### src/rtl/registrador_universal_n_if.sv
// Command/status bus of the multi-mode register: control unit drives commands,
// register returns q and the busy/done handshake.
interface registrador_universal_n_if #(
  parameter int WIDTH = 8,
  parameter int AMT_W = 4
);
  logic             clear;
  logic             start;
  logic             ch1;
  logic             ch0;
  logic [AMT_W-1:0] amount;
  logic [WIDTH-1:0] valores_registrador;
  logic             serial_in;
  logic [WIDTH-1:0] q;
  logic             busy;
  logic             done;

  modport master (
    output clear, start, ch1, ch0, amount, valores_registrador, serial_in,
    input  q, busy, done
  );

  modport slave (
    input  clear, start, ch1, ch0, amount, valores_registrador, serial_in,
    output q, busy, done
  );
endinterface

### src/rtl/registrador_universal_n.sv
// WIDTH-bit register with hold, parallel load, serial right shift and
// OR-feedback rotate; shifts run for a programmed amount under a small FSM.
module registrador_universal_n #(
  parameter int WIDTH = 8,
  parameter int AMT_W = 4
) (
  input logic                      clk,
  input logic                      rst_n,
  registrador_universal_n_if.slave bus
);
  localparam logic [0:0] S_IDLE  = 1'b0;
  localparam logic [0:0] S_SHIFT = 1'b1;

  logic [0:0]       r_state;
  logic [AMT_W-1:0] r_cnt;
  logic             r_or_fb;  // latched mode LSB: 1 = OR-feedback rotate
  logic [WIDTH-1:0] r_q;
  logic             r_busy;
  logic             r_done;

  logic [1:0] w_mode;
  logic       w_msb;

  assign w_mode = {bus.ch1, bus.ch0};
  // Bit falling off position 0 re-enters at the MSB only in rotate mode.
  assign w_msb  = bus.serial_in | (r_or_fb & r_q[0]);

  always_ff @(posedge clk or negedge rst_n) begin
    if (!rst_n) begin
      r_state <= S_IDLE;
      r_cnt   <= '0;
      r_or_fb <= 1'b0;
      r_q     <= '0;
      r_busy  <= 1'b0;
      r_done  <= 1'b0;
    end else begin
      r_done <= 1'b0;
      if (bus.clear) begin
        r_state <= S_IDLE;
        r_cnt   <= '0;
        r_q     <= '0;
        r_busy  <= 1'b0;
      end else begin
        case (r_state)
          S_IDLE: begin
            if (bus.start) begin
              case (w_mode)
                2'b00: r_done <= 1'b1;
                2'b01: begin
                  r_q    <= bus.valores_registrador;
                  r_done <= 1'b1;
                end
                default: begin
                  if (bus.amount == '0) begin
                    r_done <= 1'b1;
                  end else begin
                    r_or_fb <= w_mode[0];
                    r_cnt   <= bus.amount;
                    r_busy  <= 1'b1;
                    r_state <= S_SHIFT;
                  end
                end
              endcase
            end
          end
          S_SHIFT: begin
            r_q   <= {w_msb, r_q[WIDTH-1:1]};
            r_cnt <= r_cnt - 1'b1;
            if (r_cnt == AMT_W'(1)) begin
              r_busy  <= 1'b0;
              r_done  <= 1'b1;
              r_state <= S_IDLE;
            end
          end
          default: r_state <= S_IDLE;
        endcase
      end
    end
  end

  assign bus.q    = r_q;
  assign bus.busy = r_busy;
  assign bus.done = r_done;
endmodule

### src/flat_wrapper.sv
// flat-port wrapper written by rule: the top's interface ports become plain ports
module registrador_universal_n_flat 
#(
  parameter int WIDTH = 8,
  parameter int AMT_W = 4
)
  (clk, rst_n, bus_clear, bus_start, bus_ch1, bus_ch0, bus_amount, bus_valores_registrador, bus_serial_in, bus_q, bus_busy, bus_done);
  registrador_universal_n_if #(.WIDTH(WIDTH), .AMT_W(AMT_W)) bus_i ();
  input logic clk;
  input logic rst_n;
  input wire logic [$bits(bus_i.clear)-1:0] bus_clear;
  input wire logic [$bits(bus_i.start)-1:0] bus_start;
  input wire logic [$bits(bus_i.ch1)-1:0] bus_ch1;
  input wire logic [$bits(bus_i.ch0)-1:0] bus_ch0;
  input wire logic [$bits(bus_i.amount)-1:0] bus_amount;
  input wire logic [$bits(bus_i.valores_registrador)-1:0] bus_valores_registrador;
  input wire logic [$bits(bus_i.serial_in)-1:0] bus_serial_in;
  output wire logic [$bits(bus_i.q)-1:0] bus_q;
  output wire logic [$bits(bus_i.busy)-1:0] bus_busy;
  output wire logic [$bits(bus_i.done)-1:0] bus_done;
  assign bus_i.clear = bus_clear;
  assign bus_i.start = bus_start;
  assign bus_i.ch1 = bus_ch1;
  assign bus_i.ch0 = bus_ch0;
  assign bus_i.amount = bus_amount;
  assign bus_i.valores_registrador = bus_valores_registrador;
  assign bus_i.serial_in = bus_serial_in;
  assign bus_q = bus_i.q;
  assign bus_busy = bus_i.busy;
  assign bus_done = bus_i.done;
  registrador_universal_n #(.WIDTH(WIDTH), .AMT_W(AMT_W)) u_core (.clk(clk), .rst_n(rst_n), .bus(bus_i));
endmodule
### config.mk
export PLATFORM = sky130hd
export DESIGN_NAME = registrador_universal_n_flat
export DESIGN_NICKNAME = d
export VERILOG_FILES = /design/src/rtl/registrador_universal_n_if.sv /design/src/rtl/registrador_universal_n.sv /design/src/flat_wrapper.sv
export SDC_FILE = /design/constraint.sdc
export NUM_CORES = 1
export LEC_CHECK = 0
export BUFFER_PORTS_ARGS = -buffer_cell sky130_fd_sc_hd__buf_2
export CAP_MARGIN = 30
export CORE_UTILIZATION = 45
export DETAILED_ROUTE_END_ITERATION = 10
export PLACE_DENSITY = 0.83
export SLEW_MARGIN = 40
export SYNTH_ARGS = -nofsm -noshare
export SYNTH_HDL_FRONTEND = slang
export SYNTH_SLANG_ARGS = --single-unit
export TNS_END_PERCENT = 20
### constraint.sdc
create_clock -name clk -period 1.4 [get_ports clk]
set_clock_uncertainty 0.15 [all_clocks]
set_input_delay 0.14 -clock clk [delete_from_list [all_inputs] [get_ports clk]]
set_output_delay 0.14 -clock clk [all_outputs]
set_load 0.01 [all_outputs]
## Yosys cells after proc, flatten, opt, wreduce, memory -nomap -nowiden

Index checks and enable logic that the tools add are counted.

| cells by class | value |
|---|---|
| muxes and demuxes | 27 |
| add/subtract/negate cells | 1 |
| equal/unequal tests | 7 |
| bitwise operators | 6 |
| reduce and logical (&&, ||, !) cells | 7 |

Operator list:

| operator | count |
|---|---|
| 8-bit 2-to-1 mux | 3 |
| 4-bit 2-to-1 mux | 4 |
| 8-bit one-hot mux with 2 select lines | 1 |
| 1-bit 2-to-1 mux | 15 |
| 3-bit != test, second input constant | 5 |
| 4-bit one-hot mux with 2 select lines | 1 |
| 1-bit one-hot mux with 2 select lines | 3 |
| 5-bit AND reduction | 1 |
| 4-bit by 1-bit equality test with 1-bit output, second input constant | 1 |
| 4-bit zero test | 1 |
| 1-bit inverter | 4 |
| 4-bit AND reduction | 1 |
| 4-bit by 1-bit subtractor with 4-bit output, second input constant | 1 |
| 3-bit AND reduction | 1 |
| 2-bit by 1-bit equality test with 1-bit output, second input constant | 1 |
| 2-bit zero test | 1 |
| 2-bit AND reduction | 1 |
| 2-bit OR reduction | 1 |
| 1-bit bitwise AND | 1 |
| 1-bit bitwise OR | 1 |

| storage, ports and cells | value |
|---|---|
| register bits after elaboration | 16 |
| input port bits | 19 |

## Depth between registers and ports, before layout

Gate-level depths: netlist (run 1).

| logic depth | value |
|---|---|
| word-level depth | 6 |
| depth in mapped cells | 5 |
| mapped depth without buffers | 5 |

## Worst setup path after synthesis (run 1)

OpenSTA, ideal clock, no wires.

| path | value |
|---|---|
| path type | flip-flop to flip-flop |
| start | register u_core.r_cnt[0] |
| end | register u_core.r_cnt[3] |
| library setup time | 0.077 ns |
| data arrival time | 1.207 ns |
| slack | -0.034 ns |
| stages on the path, launching flop included | 4 |
| buffers on the path | 0 |
| cells stage by stage | dfrtp_1 -> or4_1 -> a31o_1 -> a21oi_1 |

| on the way | value |
|---|---|
| cells in the longest elaborated chain, start to end | 3 |

Ends and longest elaborated chain:

| item | line | source |
|---|---|---|
| from (decl) | registrador_universal_n.sv:15 | `logic [AMT_W-1:0] r_cnt;` |
| from (signal assigned) | registrador_universal_n.sv:58 | `r_cnt <= bus.amount;` |
| from (signal assigned) | registrador_universal_n.sv:68 | `r_cnt <= r_cnt - 1'b1;` |
| 4-bit by 1-bit subtractor with 4-bit output | registrador_universal_n.sv:68 |  |
| 4-bit one-hot mux with 2 select lines | registrador_universal_n.sv:44 | `case (r_state)` |
| 4-bit 2-to-1 mux | registrador_universal_n.sv:38 | `if (bus.clear) begin` |

No other way between the ends.
A chain may end at the register's enable or synchronous reset.

## Final worst setup path (run 1)

Same ends and word-level chain as after synthesis.

==> impl_metrics.ini, run 1 <==
[floorplanning]
num_io_pins = 29
start_util = 0.4804
placementRows = 16
core_area_um2 = 1982
die_w_um = 48
die_h_um = 48
dieArea_um2 = 2304

[power_and_ir_drop]
power.total_mw = 1.274
cellPowerDensity_nw_per_um2 = 939.9
ir_drop_uv = 582.5
p_leak_nw = 0.6502

[cells_and_area]
final_common_cell = buf_2
diodes = 0
final_cell_mix = 28 x buf_2, 18 x buf_4, 15 x dfrtp_1
area_growth_pct = 42.31
fillers = 135
nNetsFinal = 155
instances_no_fill = 160
drive_gt1_frac = 0.5338

[sta]
postLayoutSetupSlackWorst_ps = -61.71
post-route-min-period_ps = 1462
finalHoldWorstSlack_ps = 46.36
hold_violations = 0
finalCritPeriodShare = 1.044
relSlewSlack = 0.7457
worstMarginPinSlew_ps = 381.4
slew_viol_final = 0
fmax_ghz = 0.6841
rsz0062_at_grt = true
setup_viol = 13

[cts]
clockRootBuffer = clkbuf_4
cts_sinks = 16
clock_latency_ps = 300
cts.path.max_buffers = 2
ctsHtreeMaxLevel = 1
cts_buffers = 3
cts_tree = done
clk_pin_slew_ps = 110

[grt]
grt_pass1_vias = 817
overflow = 0
antenna_found_initial = 0
track_usage = 0.2529
grt_pass1_wl_mm = 3.884
grt_max_degree = 17

[yosys]
syn_area_per_cell_um2 = 11.07
synth_seq_cells = 16
synth.cell_area_um2 = 952.2
yosys.cell_types.count = 34
yosysWarnings = 0
ys_seq_area_frac = 0.4205
synthesis.nets = 107
synth_cells = 86

[worst_setup_path]
end_kind = flop
required_ps = 1490
cp-start-kind = flop
crit_type = reg2reg
cp.arrival_ps = 1550
crit_fanout = 5

[drt]
via_count = 888
dr.pass1.iters = 4
wirelength_mm = 2.604
drc = 0
wl_per_cell_um = 16.28
vias_per_cell = 5.550
ant_nets = 0
drt_iter0_drc = 32

[placed_design]
port_buffers = 28
globalplace.congestion = 0.8476
dp_hpwl_mm = 1.733
pre_cts_ws_ps = -109.8
placedCellCount = 150

[status]
violations = negative setup slack
run_status = complete, but fails checks

[flow_run]
drv_cap = 0

[min_path]
hp-class = in2reg
==> final cells by class <==
type | instances | area (µm²) | share of cell area
Tap cell | 27 | 33.78 | 0.02493
Clock buffer | 4 | 36.28 | 0.02678
Timing Repair Buffer | 50 | 316.6 | 0.2336
Sequential cell | 16 | 401.6 | 0.2964
Inverter | 5 | 18.77 | 0.01385
Multi-Input combinational cell | 58 | 548.0 | 0.4044
==> worst max-delay path, stage by stage (launching register included) <==
cell,delay (ps)
dfrtp_1,400
buf_4,160
or4_1,400
a31o_1,200
a21oi_2,90
==> registers in the layout, indices dropped and copies added, names as in the netlist <==
signal / flops
u_core.r_cnt: 4
u_core.r_state: 1
u_core.r_or_fb: 1
u_core.bus.done: 1
u_core.bus.busy: 1
u_core.bus.q: 8
==> layer usage <==
metal,track usage,up-vias,part of all wire
met2,0.4027,33,0.53
met3,0.04906,8,0.038
met4,0.1222,0,0.027
met1,0.3279,434,0.40
li1,-,413,-
met5,0,-,0
==> where the power goes <==
group | switching (mW) | leakage, nW | internal (mW)
combinational | 0.179 | 0.422 | 0.207
sequential | 0.0461 | 0.207 | 0.513
clock | 0.169 | 0.0210 | 0.159
total | 0.394 | 0.650 | 0.880
==> path summary, 6_finish.rpt <==
check,startpoint,end,slack (ps),cells past startpoint
min in group asynchronous,rst_n,u_core.r_state,120,2
min,bus_amount[3],u_core.r_cnt[3],50,3
max in group asynchronous,rst_n,u_core.r_cnt[3],690,2
max reg2reg,u_core.r_cnt[0],u_core.r_cnt[3],-60,4
min reg2reg,u_core.r_or_fb,u_core.r_or_fb,380,1
max,u_core.r_cnt[0],u_core.r_cnt[3],-60,4
==> synthesized netlist by cell type, drive strengths merged <==
cell type	instances	area share
ha	2	0.026
nor3	1	0.0053
o2bb2ai	1	0.0092
o21ai	3	0.016
buf	5	0.042
a2111oi	2	0.020
a21oi	4	0.021
nor2b	2	0.013
o31ai	1	0.0079
a211oi	1	0.0079
a221oi	1	0.0092
nand2	1	0.0039
nor2	8	0.032
a311o	1	0.011
nor4bb	1	0.011
a31o	1	0.0092
a31oi	4	0.026
xor2	1	0.0092
and4b	1	0.011
clkbuf	2	0.0079
mux2i	7	0.074
inv	5	0.020
mux2	9	0.14
dfrtp	16	0.42
or4	2	0.016
nor4	3	0.026
a311oi	1	0.0092
==> per-stage QoR <==
stage               utilization  TNS (ps)  instance area [µm²]
floorplan                     -    -10.20                952.2
global placement         0.6048    -594.8                 1199
detailed placement       0.6048    -993.5                 1199
CTS                      0.6629    -394.6                 1314
global route             0.6837    -909.7                 1355
finish                   0.6837    -554.5                 1355
==> kinds of logic (layout without fill, tap and decap cells) <==
kind of cell	Yosys count	in the layout	synth area share
simple gates	19	19	0.1169
xor+xnor	1	1	0.009200
flops	16	16	0.4205
mux	16	16	0.2116
fa+ha+maj	2	2	0.02628
buf+inv	12	59	0.06964
compound gates	20	20	0.1459
==> what timing repair did <==
| action | CTS | global route |
|---|---|---|
| pin swaps | 2 | 4 |
| setup endpoints to repair | 12 | 16 |
| gates resized for setup | 7 | 7 |
| hold buffers | 3 | 0 |
| hold endpoints to repair | 18 | 0 |
| setup buffers | 2 | 2 |
Note: power is estimated with default switching activity, not from simulation.
==> run 2: changes to the inputs <==
- SKIP_CTS_REPAIR_TIMING: unset -> 1
==> run 2 against run 1 <==
  * The flow still finishes with violations (negative setup slack)
  * Sequential power about the same
  * Critical path depth did not move
  * Fmax increased by 0.27%
  * Wire length shrank 1.6%
  * Global-route usage shrank 2.5 points
  * Clock-buffer cell count is the same
  * Non-clock buffer count decreased by 1
  * Register-to-register slack barely moved
  * Sequential cell count unchanged
  * First-iteration DRC count shrank 25%
  * Combinational power is essentially flat
  * Largest cell class unchanged
==> impl_metrics.ini, run 2 (synthesis results as in run 1) <==
[status]
run_status = complete, but fails checks
violations = negative setup slack

[floorplanning]
start_util = 0.4804
placementRows = 16
num_io_pins = 29
core_area_um2 = 1982
dieArea_um2 = 2304
die_w_um = 48
die_h_um = 48

[worst_setup_path]
cp-start-kind = flop
cp-startpoint = u_core.r_cnt[0]
crit_fanout = 5
cp.arrival_ps = 1550
required_ps = 1490
end_kind = flop
r2r_cells = 4
crit_type = reg2reg
reg2reg_from = u_core.r_cnt[0]

[drt]
wirelength_mm = 2.562
dr.pass1.iters = 6
ant_nets = 0
wl_per_cell_um = 16.11
drc = 0
vias_per_cell = 5.560
via_count = 884
drt_iter0_drc = 24

[placed_design]
globalplace.congestion = 0.8476
dp_hpwl_mm = 1.733
port_buffers = 28

[min_path]
min_path_cells = 3
hp-start = bus_clear
hp-class = in2reg

[cells_and_area]
final_common_cell = buf_2
final_cell_mix = 28 x buf_2, 16 x buf_4, 15 x dfrtp_1
drive_gt1_frac = 0.5455
nNetsFinal = 154
largest_reg_flops = 8
area_growth_pct = 42.05
diodes = 0

[sta]
postLayoutSetupSlackWorst_ps = -57.82
finalCritPeriodShare = 1.041
finalHoldWorstSlack_ps = 28.52
setup_viol = 12
post-route-min-period_ps = 1458
rsz0062_at_grt = true
slew_viol_final = 0
relSlewSlack = 0.7532
hold_violations = 0
worstMarginPinSlew_ps = 370.3
fmax_ghz = 0.6860

[cts]
cts_buffers = 3
clock_latency_ps = 300
cts.path.max_buffers = 2
cts_tree = done
clk_pin_slew_ps = 100
cts_sinks = 16
clockRootBuffer = clkbuf_4
ctsHtreeMaxLevel = 1

[grt]
grt_pass1_wl_mm = 3.574
grt_pass1_vias = 795
antenna_found_initial = 0
grt_max_degree = 17
track_usage = 0.2280
overflow = 0

[flow_run]
drv_cap = 0

[power_and_ir_drop]
p_leak_nw = 0.6482
ir_drop_uv = 543.9
power.total_mw = 1.269
cellPowerDensity_nw_per_um2 = 938.2
==> run 2: final cells by class <==
cell class	count	area (µm²)
Clock buffer	4	36.28
Fill cell	137	629.4
Inverter	5	18.77
Multi-Input combinational cell	58	548.0
Sequential cell	16	401.6
Tap cell	27	33.78
Timing Repair Buffer	49	314.1
==> run 2: layer usage <==
metal	vias to the layer above	wire (µm)	track usage
li1	414	-	-
met1	433	1104	0.3070
met2	29	1295	0.3514
met3	8	101	0.04528
met4	0	61	0.1056
met5	-	0	0
==> run 2: critical path, stage by stage (launching register included) <==
cell and delay [ps]:
dfrtp_1 400, buf_4 160, or4_1 400, a31o_1 200, a21oi_2 90
==> run 2: metrics by stage <==
| stage | cells | util | area, µm² | setup TNS, ps | worst slack (ps) |
|---|---|---|---|---|---|
| after floorplan | 86 | - | 952.2 | -10.20 | -10.20 |
| final | 159 | 0.6824 | 1353 | -532.8 | -57.82 |
| after global placement | 150 | 0.6048 | 1199 | -594.8 | -64.01 |
| after CTS | 154 | 0.6231 | 1235 | -1124 | -130.1 |
| after detailed placement | 150 | 0.6048 | 1199 | -993.5 | -109.8 |
| after global routing | 159 | 0.6824 | 1353 | -907.6 | -112.7 |
==> run 2: power breakdown <==
group	total, mW	leakage [nW]	switching (mW)	internal, mW
sequential	0.560	0.207	0.0470	0.513
clock	0.323	0.0210	0.164	0.159
combinational	0.386	0.420	0.177	0.209
==> run 2: path summary, 6_finish.rpt <==
kind                                   endpoint  slack (ps)
max in group asynchronous        u_core.r_state         700
worst min register to register   u_core.r_or_fb         370
min in group asynchronous       u_core.r_cnt[1]         110
worst max register to register  u_core.r_cnt[3]         -60
worst max-delay path            u_core.r_cnt[3]         -60
worst min-delay path            u_core.r_cnt[1]          30
